[config.mk]
export PLATFORM = sky130hd
export DESIGN_NAME = vga_pmod_tx
export DESIGN_NICKNAME = d
export VERILOG_FILES = /design/src/rtl/vga_pmod_pkg.sv /design/src/rtl/vga_pmod_tx_sync.sv /design/src/rtl/vga_pmod_tx.sv
export SDC_FILE = /design/constraint.sdc
export NUM_CORES = 1
export LEC_CHECK = 0
export CAP_MARGIN = 5
export CORE_MARGIN = 2
export CORE_UTILIZATION = 25
export CTS_CLUSTER_DIAMETER = 80
export CTS_CLUSTER_SIZE = 28
export DETAILED_ROUTE_END_ITERATION = 16
export GPL_TIMING_DRIVEN = 0
export PLACE_DENSITY = 0.55
export SKIP_CTS_REPAIR_TIMING = 1
export SLEW_MARGIN = 10
export SYNTH_ARGS = -nofsm -noshare
export SYNTH_HDL_FRONTEND = slang
export SYNTH_SLANG_ARGS = --single-unit
[constraint.sdc]
create_clock -name clk -period 2.31 [get_ports clk]
set_clock_uncertainty 0.15 [all_clocks]
set_input_delay 0.231 -clock clk [delete_from_list [all_inputs] [get_ports clk]]
set_output_delay 0.231 -clock clk [all_outputs]
set_load 0.02 [all_outputs]
[src/rtl/vga_pmod_pkg.sv]
// rtl/vga_pmod_pkg.sv - VGA timing defaults, PMOD pin map and word packing for vga_pmod_tx
package vga_pmod_pkg;

  localparam int CNT_W = 10;

  localparam int H_ACTIVE_DEF = 640;
  localparam int H_FP_DEF     = 16;
  localparam int H_SYNC_DEF   = 96;
  localparam int H_BP_DEF     = 48;
  localparam int V_ACTIVE_DEF = 480;
  localparam int V_FP_DEF     = 10;
  localparam int V_SYNC_DEF   = 2;
  localparam int V_BP_DEF     = 33;

  // TinyVGA PMOD pin order on uo_out
  localparam int UO_R1    = 0;
  localparam int UO_G1    = 1;
  localparam int UO_B1    = 2;
  localparam int UO_VSYNC = 3;
  localparam int UO_R0    = 4;
  localparam int UO_G0    = 5;
  localparam int UO_B0    = 6;
  localparam int UO_HSYNC = 7;

  function automatic int timing_total(input int active, input int fp, input int sync, input int bp);
    return active + fp + sync + bp;
  endfunction

  // rgb is {R1,R0,G1,G0,B1,B0}; hs/vs are already at pin level
  function automatic logic [7:0] pack_pmod(input logic [5:0] rgb, input logic hs, input logic vs);
    logic [7:0] w_word;
    w_word           = '0;
    w_word[UO_HSYNC] = hs;
    w_word[UO_B0]    = rgb[0];
    w_word[UO_G0]    = rgb[2];
    w_word[UO_R0]    = rgb[4];
    w_word[UO_VSYNC] = vs;
    w_word[UO_B1]    = rgb[1];
    w_word[UO_G1]    = rgb[3];
    w_word[UO_R1]    = rgb[5];
    return w_word;
  endfunction

endpackage

[src/rtl/vga_pmod_tx_sync.sv]
// rtl/vga_pmod_tx_sync.sv - h/v raster counters with active, sync and start-pulse decode
module vga_sync_counter
  import vga_pmod_pkg::*;
#(
  parameter int   H_ACTIVE    = H_ACTIVE_DEF,
  parameter int   H_FP        = H_FP_DEF,
  parameter int   H_SYNC      = H_SYNC_DEF,
  parameter int   H_BP        = H_BP_DEF,
  parameter int   V_ACTIVE    = V_ACTIVE_DEF,
  parameter int   V_FP        = V_FP_DEF,
  parameter int   V_SYNC      = V_SYNC_DEF,
  parameter int   V_BP        = V_BP_DEF,
  parameter logic SYNC_ACTIVE = 1'b0
) (
  input  logic             i_clk,
  input  logic             i_rst_n,
  input  logic             i_ena,
  output logic [CNT_W-1:0] o_h,
  output logic [CNT_W-1:0] o_v,
  output logic             o_active,
  output logic             o_hsync,
  output logic             o_vsync,
  output logic             o_frame_start,
  output logic             o_line_start
);

  localparam logic [CNT_W-1:0] H_LAST = CNT_W'(timing_total(H_ACTIVE, H_FP, H_SYNC, H_BP) - 1);
  localparam logic [CNT_W-1:0] V_LAST = CNT_W'(timing_total(V_ACTIVE, V_FP, V_SYNC, V_BP) - 1);
  localparam logic [CNT_W-1:0] H_ACT  = CNT_W'(H_ACTIVE);
  localparam logic [CNT_W-1:0] V_ACT  = CNT_W'(V_ACTIVE);
  localparam logic [CNT_W-1:0] HS_BEG = CNT_W'(H_ACTIVE + H_FP);
  localparam logic [CNT_W-1:0] HS_END = CNT_W'(H_ACTIVE + H_FP + H_SYNC);
  localparam logic [CNT_W-1:0] VS_BEG = CNT_W'(V_ACTIVE + V_FP);
  localparam logic [CNT_W-1:0] VS_END = CNT_W'(V_ACTIVE + V_FP + V_SYNC);

  logic [CNT_W-1:0] r_h;
  logic [CNT_W-1:0] r_v;
  logic             w_in_hs;
  logic             w_in_vs;

  always_ff @(posedge i_clk or negedge i_rst_n) begin
    if (!i_rst_n) begin
      r_h <= '0;
      r_v <= '0;
    end else if (i_ena) begin
      if (r_h == H_LAST) begin
        r_h <= '0;
        r_v <= (r_v == V_LAST) ? '0 : r_v + 1'b1;
      end else begin
        r_h <= r_h + 1'b1;
      end
    end
  end

  assign w_in_hs  = (r_h >= HS_BEG) && (r_h < HS_END);
  assign w_in_vs  = (r_v >= VS_BEG) && (r_v < VS_END);

  assign o_h      = r_h;
  assign o_v      = r_v;
  assign o_active = (r_h < H_ACT) && (r_v < V_ACT);
  assign o_hsync  = w_in_hs ? SYNC_ACTIVE : ~SYNC_ACTIVE;
  assign o_vsync  = w_in_vs ? SYNC_ACTIVE : ~SYNC_ACTIVE;

  // Pulses are gated by rst_n so the (0,0) reset state does not look like a frame start
  assign o_line_start  = i_rst_n & i_ena & (r_h == '0);
  assign o_frame_start = o_line_start & (r_v == '0);

endmodule

[src/rtl/vga_pmod_tx.sv]
// rtl/vga_pmod_tx.sv - 640x480 VGA timing engine with 2-stage pixel pipeline onto TinyVGA PMOD pins
module vga_pmod_tx
  import vga_pmod_pkg::*;
#(
  parameter int   H_ACTIVE    = H_ACTIVE_DEF,
  parameter int   H_FP        = H_FP_DEF,
  parameter int   H_SYNC      = H_SYNC_DEF,
  parameter int   H_BP        = H_BP_DEF,
  parameter int   V_ACTIVE    = V_ACTIVE_DEF,
  parameter int   V_FP        = V_FP_DEF,
  parameter int   V_SYNC      = V_SYNC_DEF,
  parameter int   V_BP        = V_BP_DEF,
  parameter logic SYNC_ACTIVE = 1'b0
) (
  input  logic             clk,
  input  logic             rst_n,
  input  logic             ena,
  output logic [CNT_W-1:0] px_x,
  output logic [CNT_W-1:0] px_y,
  output logic             px_req,
  input  logic [5:0]       px_rgb,
  output logic             frame_start,
  output logic             line_start,
  output logic [7:0]       uo_out
);

  localparam logic [7:0] UO_IDLE = pack_pmod(6'b000000, ~SYNC_ACTIVE, ~SYNC_ACTIVE);

  logic [CNT_W-1:0] w_h;
  logic [CNT_W-1:0] w_v;
  logic             w_active;
  logic             w_hsync;
  logic             w_vsync;
  logic [5:0]       w_rgb;

  logic             r_b_active;
  logic             r_b_hsync;
  logic             r_b_vsync;
  logic [7:0]       r_uo;

  vga_sync_counter #(
    .H_ACTIVE    (H_ACTIVE),
    .H_FP        (H_FP),
    .H_SYNC      (H_SYNC),
    .H_BP        (H_BP),
    .V_ACTIVE    (V_ACTIVE),
    .V_FP        (V_FP),
    .V_SYNC      (V_SYNC),
    .V_BP        (V_BP),
    .SYNC_ACTIVE (SYNC_ACTIVE)
  ) u_sync (
    .i_clk         (clk),
    .i_rst_n       (rst_n),
    .i_ena         (ena),
    .o_h           (w_h),
    .o_v           (w_v),
    .o_active      (w_active),
    .o_hsync       (w_hsync),
    .o_vsync       (w_vsync),
    .o_frame_start (frame_start),
    .o_line_start  (line_start)
  );

  assign px_req = w_active;
  assign px_x   = w_active ? w_h : '0;
  assign px_y   = w_active ? w_v : '0;

  // Source colour is only trusted for pixels that were requested one stage earlier
  assign w_rgb  = r_b_active ? px_rgb : 6'b000000;

  always_ff @(posedge clk or negedge rst_n) begin
    if (!rst_n) begin
      r_b_active <= 1'b0;
      r_b_hsync  <= ~SYNC_ACTIVE;
      r_b_vsync  <= ~SYNC_ACTIVE;
      r_uo       <= UO_IDLE;
    end else if (ena) begin
      r_b_active <= w_active;
      r_b_hsync  <= w_hsync;
      r_b_vsync  <= w_vsync;
      r_uo       <= pack_pmod(w_rgb, r_b_hsync, r_b_vsync);
    end
  end

  assign uo_out = r_uo;

endmodule

==> flow_summary.ini <==
[final_layout]
final_cells = 321
diodes = 0
multiInputGateArea_sq_um = 911
regArea_sq_um = 787
drive_gt1_share_pct = 27.8
layout.nets = 253
fillerInstances = 680
syn_to_final_growth_pct = 46.9

[placement]
io_buffers = 37
hpwl_um = 3040
place_inst = 305
gp_congestion = 0.889

[power_and_ir_drop]
power_frac_comb_pct = 26.9
powerDensity_nw_per_um2 = 665
p_int_mw = 1.15
power.total_mw = 1.67
swShare_pct = 31.1
power.switching_uw = 519
pwr-share-clk_pct = 33.5
p_seq_share_pct = 39.6
leakage_nw = 1.15
ir_worst_vdd_mv = 0.274

[routing]
postRouteAntennaNets = 0
routed_wl_um = 4600
dr.pass1.iters = 4
drt-vias-per-instance = 4.74
drc = 0
vias = 1522
wl_per_cell_um = 14.3
drt_iter0_drc = 64

[synthesis]
synthArstFlopShare_pct = 100
synth_flop_cell = dfrtp_1
yosys-top-cells-area = dfrtp_1 (39%), dfstp_2 (6.1%), and2_1 (5.5%), nand3_1 (5.0%), nand2_1 (3.1%)
synth_edf_count = 0
synth.avg_cell_area_sq_um = 9.10
synthesis.nets = 201
yosysSeqAreaShare_pct = 45.6
syn_inst = 188
synth.distinct_cells = 37
ys_ff_latch = 31
yosys.area.top_type = dfrtp_1
netlist_area_sq_um = 1710
ys_warn_count = 0
synth_top_area_share_pct = 39.5

[setup_path]
crit_fanout = 8
cp.arrival_ns = 2.00
required_ns = 1.93
critPathLaunchType = flop
startpoint = u_sync.o_v[6]
end_kind = output port
r2r-start = u_sync.o_h[6]
crit_type = reg2out

[outcome]
outcome = finished with violations
failed_checks = negative setup slack

[sta]
slew_viol_final = 0
fin_hold_ws_ns = 0.250
max_freq_mhz = 420
setup_viol = 6
final.min_clock_period_ns = 2.38
timing.final.ws_setup_ns = -0.0692
post-route-period-util_pct = 103
hold_viol = 0
rsz0062_at_grt = yes

[clocking]
clock-sinks = 31
clockRootBuffer = clkbuf_8
cts_tree = done
insertion_delay_ns = 0.29
numCtsBuffers = 5
htreeDepth = 2
cts_buffer_depth = 2
clkSlewWorstSetupHoldPaths_ns = 0.07

[die]
placeableCoreArea_sq_um = 6720
rows = 30
dieArea_sq_um = 7520
die_h_um = 86.7
die_w_um = 86.7
start_util_pct = 25.5
io_pins = 40

[run]
cap_violations = 0

[global_route]
grt-ovfl-total = 0
grt_util_met1_pct = 16.0
grt_max_degree = 33
use_met3_pct = 3.52
antenna_found_initial = 0
first_global_vias = 1433
grt-busiest-layer = met2
grt_use_total_pct = 11.9
grt_pass1_wl_um = 6910
grtUsageMet2_pct = 17.8

[worst_hold_path]
hp-start = ena
min_path_type = in2reg
cell type report:
| class | count | share of cell area [%] |
|---|---|---|
| multi-input cells | 133 | 36.2 |
| flip-flops and latches | 31 | 31.3 |
| repair buffers | 46 | 19.7 |
| well taps | 80 | 3.98 |
| clock buffers | 6 | 3.29 |
| plain buffers | 10 | 2.19 |
| inverters | 13 | 1.94 |
| clock inverters | 2 | 1.39 |
cell families (layout without fill, tap and decap cells):
logic type	after synthesis	after routing	synth area share [%]
buf+inv	24	77	5.56
flops	31	31	45.6
xor+xnor	9	9	4.60
simple gates	91	91	30.3
compound gates	22	22	7.09
fa+ha+maj	4	4	2.92
mux	6	6	3.73
other cells	1	1	0.219
stage by stage:
step / util (%) / setup slack (ns) / area (sq um) / setup TNS (ns)
2_1_floorplan: - / 0.0478 / 1710 / 0
3_3_place_gp: 32.5 / -1.44 / 2180 / -13.70
3_5_place_dp: 32.4 / -0.876 / 2180 / -11.21
4_1_cts: 34.2 / -1.20 / 2290 / -18.09
5_1_grt: 37.4 / -0.156 / 2510 / -0.987
6_report: 37.4 / -0.0692 / 2510 / -0.227
power by group through the flow:
stage	Combinational [mW]	Clock, mW	Sequential, mW
floorplan	0.255	0	0.668
CTS	0.450	0.572	0.659
global route	0.488	0.595	0.671
global placement	0.447	0	0.669
detailed placement	0.450	0	0.667
finish	0.450	0.559	0.663
metal layers:
layer | vias up | share of wire, %
met3 | 5 | 4.9
met2 | 39 | 47
met1 | 716 | 48
met5 | - | 0
met4 | 0 | 0.70
li1 | 762 | -
final timing paths:
check,cells after the start,slack [ns],end
max in group asynchronous,3,1.46,u_sync.o_h[7]
hold reg to reg,2,0.34,r_b_vsync
hold / removal,3,0.25,u_sync.o_h[2]
setup reg to reg,5,0.21,u_sync.o_v[6]
setup / recovery,8,-0.07,px_y[2]
min in group asynchronous,2,0.36,r_b_vsync
Yosys cell counts, drive strengths merged, types with 2 or more instances:
cell and count:
nand4 7, buf 2, dfrtp 27, nand2 14, a31oi 2, and4 2, nand3 17, xor2 4
xnor2 5, nor2 8, clkbuf 9, mux2i 3, ha 4, and2 15, a21oi 4, and3 3
dfstp 4, nor4 6, inv 13, o21ai 13, nor2b 3, nor3 8, or3 3, mux2 3
state kept, by name, indices dropped and copies added, names as in the netlist:
| name | flops |
|---|---|
| u_sync.o_h | 10 |
| uo_out | 8 |
| u_sync.o_v | 10 |
| r_b_vsync | 1 |
| r_b_active | 1 |
| r_b_hsync | 1 |
critical path, stage by stage, from the launching register on:
cell,delay (ns)
dfrtp_1,0.43
and3_4,0.20
and2_4,0.19
nor3_4,0.26
buf_6,0.17
buf_8,0.11
buf_12,0.10
and2_4,0.13
buf_6,0.11
placed cells by master (no fill, tap or decap), types with 8 or more instances in the layout:
master	n
nand3_1	16
dlymetal6s2s_1	9
inv_1	12
o21ai_0	9
dfrtp_1	22
nor2_1	8
clkdlybuf4s50_1	14
nand2_1	14
buf_6	9
and2_4	9
(Power assumes the default switching activity.)
